## src/rtl/shift_deserializer.sv

```systemverilog
// Serial-to-parallel deserializer, MSB first, with a single-word holding register.
// Optional even-parity frame bit is enabled by defining SHIFT_DESERIALIZER_PARITY_EN.
module shift_deserializer #(
    parameter int TO = 3
) (
    input  logic          clk,
    input  logic          reset,
    input  logic          data_i,
    input  logic          valid_i,
    output logic [TO-1:0] data_o,
    output logic          valid_o,
    input  logic          ready_i,
    output logic          overflow_o,
    output logic          parity_err_o
);

    localparam int CW = $clog2(TO + 2);
`ifdef SHIFT_DESERIALIZER_PARITY_EN
    localparam int FRAME = TO + 1;
`else
    localparam int FRAME = TO;
`endif
    localparam logic [CW-1:0] LAST = CW'(FRAME - 1);
    localparam logic [CW-1:0] ONE  = CW'(1);

    // Even parity: nonzero result means the data plus parity bit has odd weight.
    function automatic logic even_parity_err(input logic [TO-1:0] word, input logic pbit);
        return (^word) ^ pbit;
    endfunction

    logic [TO-1:0] shift_r;
    logic [CW-1:0] cnt_r;
    logic [TO-1:0] data_r;
    logic          valid_r;
    logic          overflow_r;
    logic          perr_r;

    logic          complete_s;
    logic          load_s;
    logic          drop_s;
    logic [TO-1:0] word_s;
    logic          word_perr_s;

    // Word completion and holding-register decisions for this edge.
    always_comb begin
        complete_s  = valid_i && (cnt_r == LAST);
`ifdef SHIFT_DESERIALIZER_PARITY_EN
        // The final bit of the frame is parity, so the data is already in shift_r.
        word_s      = shift_r;
        word_perr_s = even_parity_err(shift_r, data_i);
`else
        word_s      = {shift_r[TO-2:0], data_i};
        word_perr_s = 1'b0;
`endif
        load_s      = complete_s && (!valid_r || ready_i);
        drop_s      = complete_s && valid_r && !ready_i;
    end

    // Serial collection: shift register and frame bit counter.
    always_ff @(posedge clk) begin
        if (reset) begin
            shift_r <= '0;
            cnt_r   <= '0;
        end else if (valid_i) begin
            shift_r <= {shift_r[TO-2:0], data_i};
            cnt_r   <= complete_s ? '0 : (cnt_r + ONE);
        end
    end

    // Holding register with handshake and sticky overflow.
    always_ff @(posedge clk) begin
        if (reset) begin
            data_r     <= '0;
            valid_r    <= 1'b0;
            overflow_r <= 1'b0;
            perr_r     <= 1'b0;
        end else begin
            if (load_s) begin
                data_r  <= word_s;
                perr_r  <= word_perr_s;
                valid_r <= 1'b1;
            end else if (valid_r && ready_i) begin
                valid_r <= 1'b0;
            end
            if (drop_s) begin
                overflow_r <= 1'b1;
            end
        end
    end

    assign data_o       = data_r;
    assign valid_o      = valid_r;
    assign overflow_o   = overflow_r;
    assign parity_err_o = perr_r;

endmodule
```

## config.mk

```make
export PLATFORM = sky130hd
export DESIGN_NAME = shift_deserializer
export DESIGN_NICKNAME = d
export VERILOG_FILES = /design/src/rtl/shift_deserializer.sv
export SDC_FILE = /design/constraint.sdc
export NUM_CORES = 1
export LEC_CHECK = 0
export CAP_MARGIN = 20
export CORE_AREA = 3 3 40 42
export CTS_CLUSTER_DIAMETER = 30
export DETAILED_ROUTE_END_ITERATION = 6
export DIE_AREA = 0 0 43 45
export SLEW_MARGIN = 15
export SYNTH_ARGS = -nofsm -noshare
export SYNTH_HDL_FRONTEND = slang
export SYNTH_SLANG_ARGS = --single-unit
```

## constraint.sdc

```tcl
create_clock -name clk -period 1.6 [get_ports clk]
set_clock_uncertainty 0.2 [all_clocks]
set_input_delay 0.4 -clock clk [delete_from_list [all_inputs] [get_ports clk]]
set_output_delay 0.4 -clock clk [all_outputs]
set_load 0.02 [all_outputs]
```

### Word level (Yosys, flattened, before mapping)

Index checks and enable logic that the tools add are counted.

| storage, ports and cells | value |
|---|---|
| flip-flop bits (word level) | 10 |
| word-level logic and storage cells | 19 |
| input bits | 5 |

| cells by class | value |
|---|---|
| muxes and demuxes | 3 |
| reduce and logical (&&, ||, !) cells | 9 |
| add/sub/neg operators | 1 |
| equal/unequal tests | 1 |

Operator list:

| cell | count |
|---|---|
| 1-bit logical AND | 5 |
| 3-bit by 1-bit adder with 3-bit output, second input constant | 1 |
| 3-bit by 2-bit equality test with 1-bit output, second input constant | 1 |
| 3-bit 2-to-1 mux | 1 |
| 1-bit logical NOT | 2 |
| 1-bit 2-to-1 mux | 2 |
| 2-bit nonzero test | 1 |
| 1-bit logical OR | 1 |

### Depth between registers and ports, before layout

| depth | value |
|---|---|
| depth in word-level cells | 4 |
| mapped depth | 5 |

### Worst setup path before layout

OpenSTA, ideal clock, no wires.

| timing | value |
|---|---|
| kind | reg2reg |
| start point | reg cnt_r[0] |
| end point | reg data_r[0], in the netlist data_o[0] |
| library setup time | 0.072 ns |
| slack | 0.330 ns |
| clock period less this slack | 1.270 ns |
| data arrival time | 0.999 ns |
| path buffers | 0 |
| stages on the path, launching flop included | 6 |
| path through | dfxtp_1 inv_1 ha_1 nand3b_4 nor2b_4 mux2i_1 |

| between the ends | value |
|---|---|
| cells in the longest elaborated chain, start to end | 3 |

RTL lines:

| what | RTL line | text |
|---|---|---|
| from (decl) | 32 | `logic [CW-1:0] cnt_r;` |
| from (signal assigned) | 66 | `cnt_r <= complete_s ? '0 : (cnt_r + ONE);` |
| 3-bit by 2-bit equality test with 1-bit output | 46 | `complete_s = valid_i && (cnt_r == LAST);` |
| 1-bit logical AND | 46 |  |
| 1-bit logical AND | 55 | `load_s = complete_s && (!valid_r \|\| ready_i);` |
| to (signal assigned) | 79 | `data_r <= word_s;` |
| to (decl) | 33 | `logic [TO-1:0] data_r;` |

Every way passes these cells.
A chain may end at the register's enable or synchronous reset.

### Final worst setup path

| timing | value |
|---|---|
| start point | reg data_r[2], in the netlist data_o[2] |
| end point | out data_o[2] |

RTL lines:

| what | RTL line | text |
|---|---|---|
| to (decl) | 10 | `output logic [TO-1:0] data_o,` |

No word-level cell between the ends.

==> key figures <==
Worst setup path
  – Critical path endpoint category: primary output
  – Worst Path Buf+Inv: 1
  – R2R setup slack: between 0.2 and 0.25 ns
  – Slowest cell on the critical path: dfxtp_1
  – Nature of the critical path startpoint: register
  – Critical path's top delay family: flip-flops
  – Kind of critical path: register to primary output
  – Reg2Reg Depth: 4
  – CP peak stage delay: 0.33 ns
  – CP cell instances: dlygate4sd2_1
  – Peak fanout along the critical path: 2
  – Reg2Reg Capture Point: data_o[0]
  – CP arrival: 0.92 ns
  – WP data required: 1.00 ns
  – Launch point of the worst reg-to-reg path: cnt_r[1]

STA
  – Final Slew Violations: 0
  – Min Tclk post-route: 1.52 ns
  – Max frequency: 658 MHz
  – Final setup fails: 0
  – Fin crit share: a little over nine tenths
  – Final Hold Viols: 0
  – RSZ-0062 raised after global routing: no
  – Min Hold Slack: ~0.27 ns

GRT
  – First-pass GRT wire length: about 1.2 mm
  – Total congestion overflow: 0
  – Aggregate global-route resource usage: under 10%
  – Initial antenna violation count: 0
  – Largest net degree at the start of global routing: 10
  – Vias in the first global route: about 320

Drt
  – Initial drt markers: 3
  – Drt pass-1 iters: 2
  – Wire per inst: a little over 9 um
  – Via count: roughly 330
  – DRC: 0
  – Antenna Nets Post-Route: 0
  – Routed vias/inst: between 4 and 5
  – Routed WL: just under 700 um

Synth
  – Post-Syn Area per Cell: slightly above 10 um^2
  – Post-synthesis cell type count: 18
  – YS warnings: 0
  – Cell Area, Synth: 468 um^2
  – Register bit total from synthesis: 10
  – Register area share after synthesis: 42.8%
  – Syn Inst Count: 46
  – Post-Syn Nets: 53

Floorplanning
  – Full die area: 1940 um^2
  – Die X: around 43 um
  – Initial Util: between 30 and 40%
  – Core ar.: between 1000 and 1500 um^2
  – Total I/O pin count: 11
  – Row Count: 13
  – Die H: between 40 and 50 um

Layout
  – Final non-filler cell total: 74
  – Final Core Density: between 40 and 50%
  – Commonest non-fill, non-tap cell in the layout: dfxtp_1
  – Final net count: 68
  – Layout cell share with drive strength beyond 1: between 10% and 20%
  – Most frequent cells in the layout: dfxtp_1 (10), nand2b_1 (8), mux2i_1 (6)
  – N_diodes: 0
  – Fill cells: between 100 and 150
  – P&R area growth vs syn: 28.3%

Power
  – Power per standard cell area: just over 800 nW/um^2
  – Clk pwr share: 33.9%
  – Comb power frac: 11.8%
  – P_leak: between 0.2 and 0.3 nW
  – Net Sw Power: about 110 uW
  – Seq pwr share: between 50% and 60%
  – Peak VDD IR: 0.000361 V
  – Switching share of power: 22.3%
  – Internal power: ~380 uW

Place
  – Dpl cells: 71
  – DPL Wire Length: between 500 and 600 um
  – GPL Wtd Cong: 0.632
  – Port bufs: 9

Worst hold path
  – Hold Path Depth: 2
  – Worst min-delay path startpoint: data_o[1]
  – WHS Endpoint: data_o[1]
  – Min-delay worst type: register to register

Clock tree
  – Clock-pin slew on the worst setup and hold paths: 0.06 ns
  – Root Buffer: clkbuf_4
  – H-tree levels: 1
  – Num Clock Sinks: 10
  – Clk_lat worst skew: roughly 0.26 ns
  – Clock Tree Buf Depth: 2
  – CTS tree: done
  – CTS buffer count: 3

Run
  – Max_cap viols: 0

Outcome
  – Status: finished clean
[worst min-delay path: stages, from the launching register on]
cell	delay (ns)
dfxtp_1	0.31
nand2b_1	0.06
mux2i_1	0.06
[final cells by class]
type                    instances  area [um^2]  share of cell area (%)
multi-input cells              32          241                    40.2
flip-flops and latches         10          200                    33.3
repair buffers                 13          114                    19.0
clock buffers                   3         22.5                    3.75
well taps                      15         18.8                    3.13
inverters                       1         3.75                   0.625
[state kept, by name, indices dropped and copies added (netlist names)]
register,cells
cnt_r,3
data_o,3
shift_r,2
overflow_o,1
valid_o,1
[metrics by stage]
step / area (um^2) / setup slack, ns / setup TNS (ns) / total power [mW]
6_report: 601 / 0.0808 / 0 / 0.484
2_1_floorplan: 468 / 0.330 / 0 / 0.307
4_1_cts: 601 / 0.0690 / 0 / 0.493
3_3_place_gp: 584 / -0.0922 / -0.406 / 0.327
3_5_place_dp: 584 / -0.104 / -0.536 / 0.327
5_1_grt: 601 / 0.0251 / 0 / 0.516
[what timing repair did]
action,in CTS,in global routing
gates resized for setup,5,0
buffers inserted,0,0
hold buffers,0,0
setup endpoints to repair,5,0
[cells in the mapped netlist]
library cell | n | area share [%]
conb_1 | 1 | 0.80
nand3b_4 | 1 | 4.3
nand3_1 | 1 | 1.1
nand2_1 | 1 | 0.80
nand2b_1 | 8 | 11
nand3b_1 | 1 | 1.6
inv_1 | 1 | 0.80
nor2b_4 | 1 | 2.9
nand2b_2 | 1 | 1.9
dfxtp_1 | 10 | 43
mux2i_1 | 6 | 13
nor2_1 | 5 | 4.0
buf_6 | 1 | 2.4
o21ba_2 | 1 | 2.1
ha_1 | 2 | 5.3
buf_4 | 1 | 1.6
a21oi_1 | 3 | 3.2
clkbuf_1 | 1 | 0.80
[worst max path at each step]
stage,endpoint,slack [ns],startpoint,cells past startpoint
6_report,data_o[2],0.08,data_o[2],1
3_5_place_dp,data_o[1],-0.10,valid_i,4
4_1_cts,data_o[2],0.07,data_o[2],1
5_1_grt,data_o[1],0.03,data_o[1],1
2_1_floorplan,data_o[0],0.33,cnt_r[0],5
3_3_place_gp,data_o[0],-0.09,valid_i,4
[layer usage]
| layer | part of all wire [%] | global-route usage (%) |
|---|---|---|
| met1 | 44 | 9.05 |
| met5 | 0 | 0 |
| met2 | 44 | 13.2 |
| met4 | 2.9 | 7.23 |
| met3 | 9.1 | 6.37 |
[power by group through the flow]
stage,clock [mW],sequential [mW],combinational (mW)
4_1_cts,0.172,0.263,0.0577
2_1_floorplan,0,0.269,0.0382
3_5_place_dp,0,0.269,0.0585
3_3_place_gp,0,0.268,0.0584
5_1_grt,0.189,0.264,0.0637
6_report,0.164,0.263,0.0568
[cells by family after synthesis]
logic type	synth area share (%)
AND/OR/NAND/NOR	27.3
flip-flops	42.8
multiplexers	12.8
AO/OA/AOI/OAI	5.35
buffers and inverters	5.61
adder cells (fa/ha/maj)	5.35
other	0.801
(Power assumes the default switching activity.)
==> patch, RTL diff (same settings) <==
The option `SHIFT_DESERIALIZER_PARITY_EN` is turned on by a define.
--- a/src/rtl/shift_deserializer.sv
+++ b/src/rtl/shift_deserializer.sv
@@ -1,5 +1,7 @@
 // Serial-to-parallel deserializer, MSB first, with a single-word holding register.
 // Optional even-parity frame bit is enabled by defining SHIFT_DESERIALIZER_PARITY_EN.
+`define SHIFT_DESERIALIZER_PARITY_EN
+
 module shift_deserializer #(
     parameter int TO = 3
 ) (
Check against the original RTL: not equivalent (a bounded check fails within 4 cycles, from zero or initial values and one cycle with reset high).
==> patch against the unedited design <==
Sequential share of layout area up 3.6 points; total power is 24% higher; final area grew 8.3%; area after synthesis is 8.3% higher; setup slack got worse by 0.031 ns; via count increased by 19%; sequential cell count increased by 2; routed wire length grew 30%; non-clock buffer count stayed put; worst hold slack worse by 0.027 ns; largest cell class is now sequential cells.
==> patch: results (changes against the unedited design) <==
Overall track demand over capacity in global routing - 11.0% (was 9.12%)
Adder and majority cell fraction of the synthesized area - 2.47% (was 5.35%)
First-pass DRT Iterations - 3 (was 2)
Routability cong. - 0.680 (was 0.632)
Area share of xor/xnor cells in the synthesized design - 5.19% (was 0%)
Total design power - 599 uW (was 484 uW)
CTS clk-pin slew, worst paths - 0.08 ns (was 0.06 ns)
Layout Nets - 71 (was 68)
Most frequent cells after synthesis - 12 x sky130_fd_sc_hd__dfxtp_1, 6 x sky130_fd_sc_hd__a21oi_1, 5 x sky130_fd_sc_hd__nor2_1 (was 10 x sky130_fd_sc_hd__dfxtp_1, 8 x sky130_fd_sc_hd__nand2b_1, 6 x sky130_fd_sc_hd__mux2i_1)
Met3 Routed Length - 75 um (was 63 um)
Share of synthesized area spent on multiplexers - 7.90% (was 12.8%)
Post-Route M1 WL - 406 um (was 301 um)
Post-synthesis compound-gate area fraction - 15.1% (was 5.35%)
Worst reg2reg startpoint - cnt_r[0]$_SDFFE_PP0P_ (was cnt_r[1]$_SDFFE_PP0P_)
Iteration-0 DRC count of the detailed router - 1 (was 3)
Startpoint of the most critical hold path - cnt_r[2]$_SDFFE_PP0P_ (was data_o[1]$_SDFFE_PP0P_)
Worst Reg2Reg Path Length in Cells - 5 (was 4)
Start point of the critical path - valid_o$_SDFFE_PP0P_ (was data_o[2]$_SDFFE_PP0P_)
End point of the critical path - valid_o (was data_o[2])
Outcome - complete, no violations (unchanged)
Seq power - 312 uW (was 263 uW)
Mean number of vias per cell - 4.94 (was 4.45)
Net count after synthesis - 56 (was 53)
Psw - 127 uW (was 108 uW)
Highest fanout seen on the critical path - 3 (was 2)
Met2 wire length - 406 um (was 305 um)
Wire length of the first global-routing pass - 1560 um (was 1220 um)
Power Combinational - 50.1 uW (was 56.8 uW)
Mean Syn Cell Area - 10.1 um^2 (was 10.2 um^2)
Buffers on Ports - 10 (was 9)
Vias in the first global route - 359 (was 318)
HPWL after detailed placement - 682 um (was 556 um)
Vias after detailed routing - 390 (was 329)
Top cells by area in the synthesized netlist - sky130_fd_sc_hd__dfxtp_1 47%, sky130_fd_sc_hd__mux2i_1 7.9%, sky130_fd_sc_hd__a21oi_1 5.9% (was sky130_fd_sc_hd__dfxtp_1 43%, sky130_fd_sc_hd__mux2i_1 13%, sky130_fd_sc_hd__nand2b_1 11%)
patch: stage by stage:
| step | TNS [ns] | cell area [um^2] | hold slack (ns) | setup WS, ns |
|---|---|---|---|---|
| 5_1_grt | 0 | 651 | 0.281 | 0.00557 |
| 4_1_cts | 0 | 651 | 0.245 | 0.0284 |
| 3_5_place_dp | -0.922 | 622 | 0.234 | -0.147 |
| 6_report | 0 | 651 | 0.244 | 0.0494 |
| 2_1_floorplan | 0 | 507 | 0.213 | 0.262 |
| 3_3_place_gp | -0.763 | 622 | 0.234 | -0.144 |
patch: cell type report:
class                      instances  area (um^2)
clock buffer                       4         36.3
tap                               15         18.8
sequential                        12          240
multi-input combinational         34          236
fill                             131          634
timing repair buffer              13          115
inverter                           1         3.75
patch: timing repair:
item                                    4_1_cts  5_1_grt
hold endpoints to repair                      0        0
buffers inserted                              0        0
resized for setup                             6        0
endpoints found under the setup margin        6        0
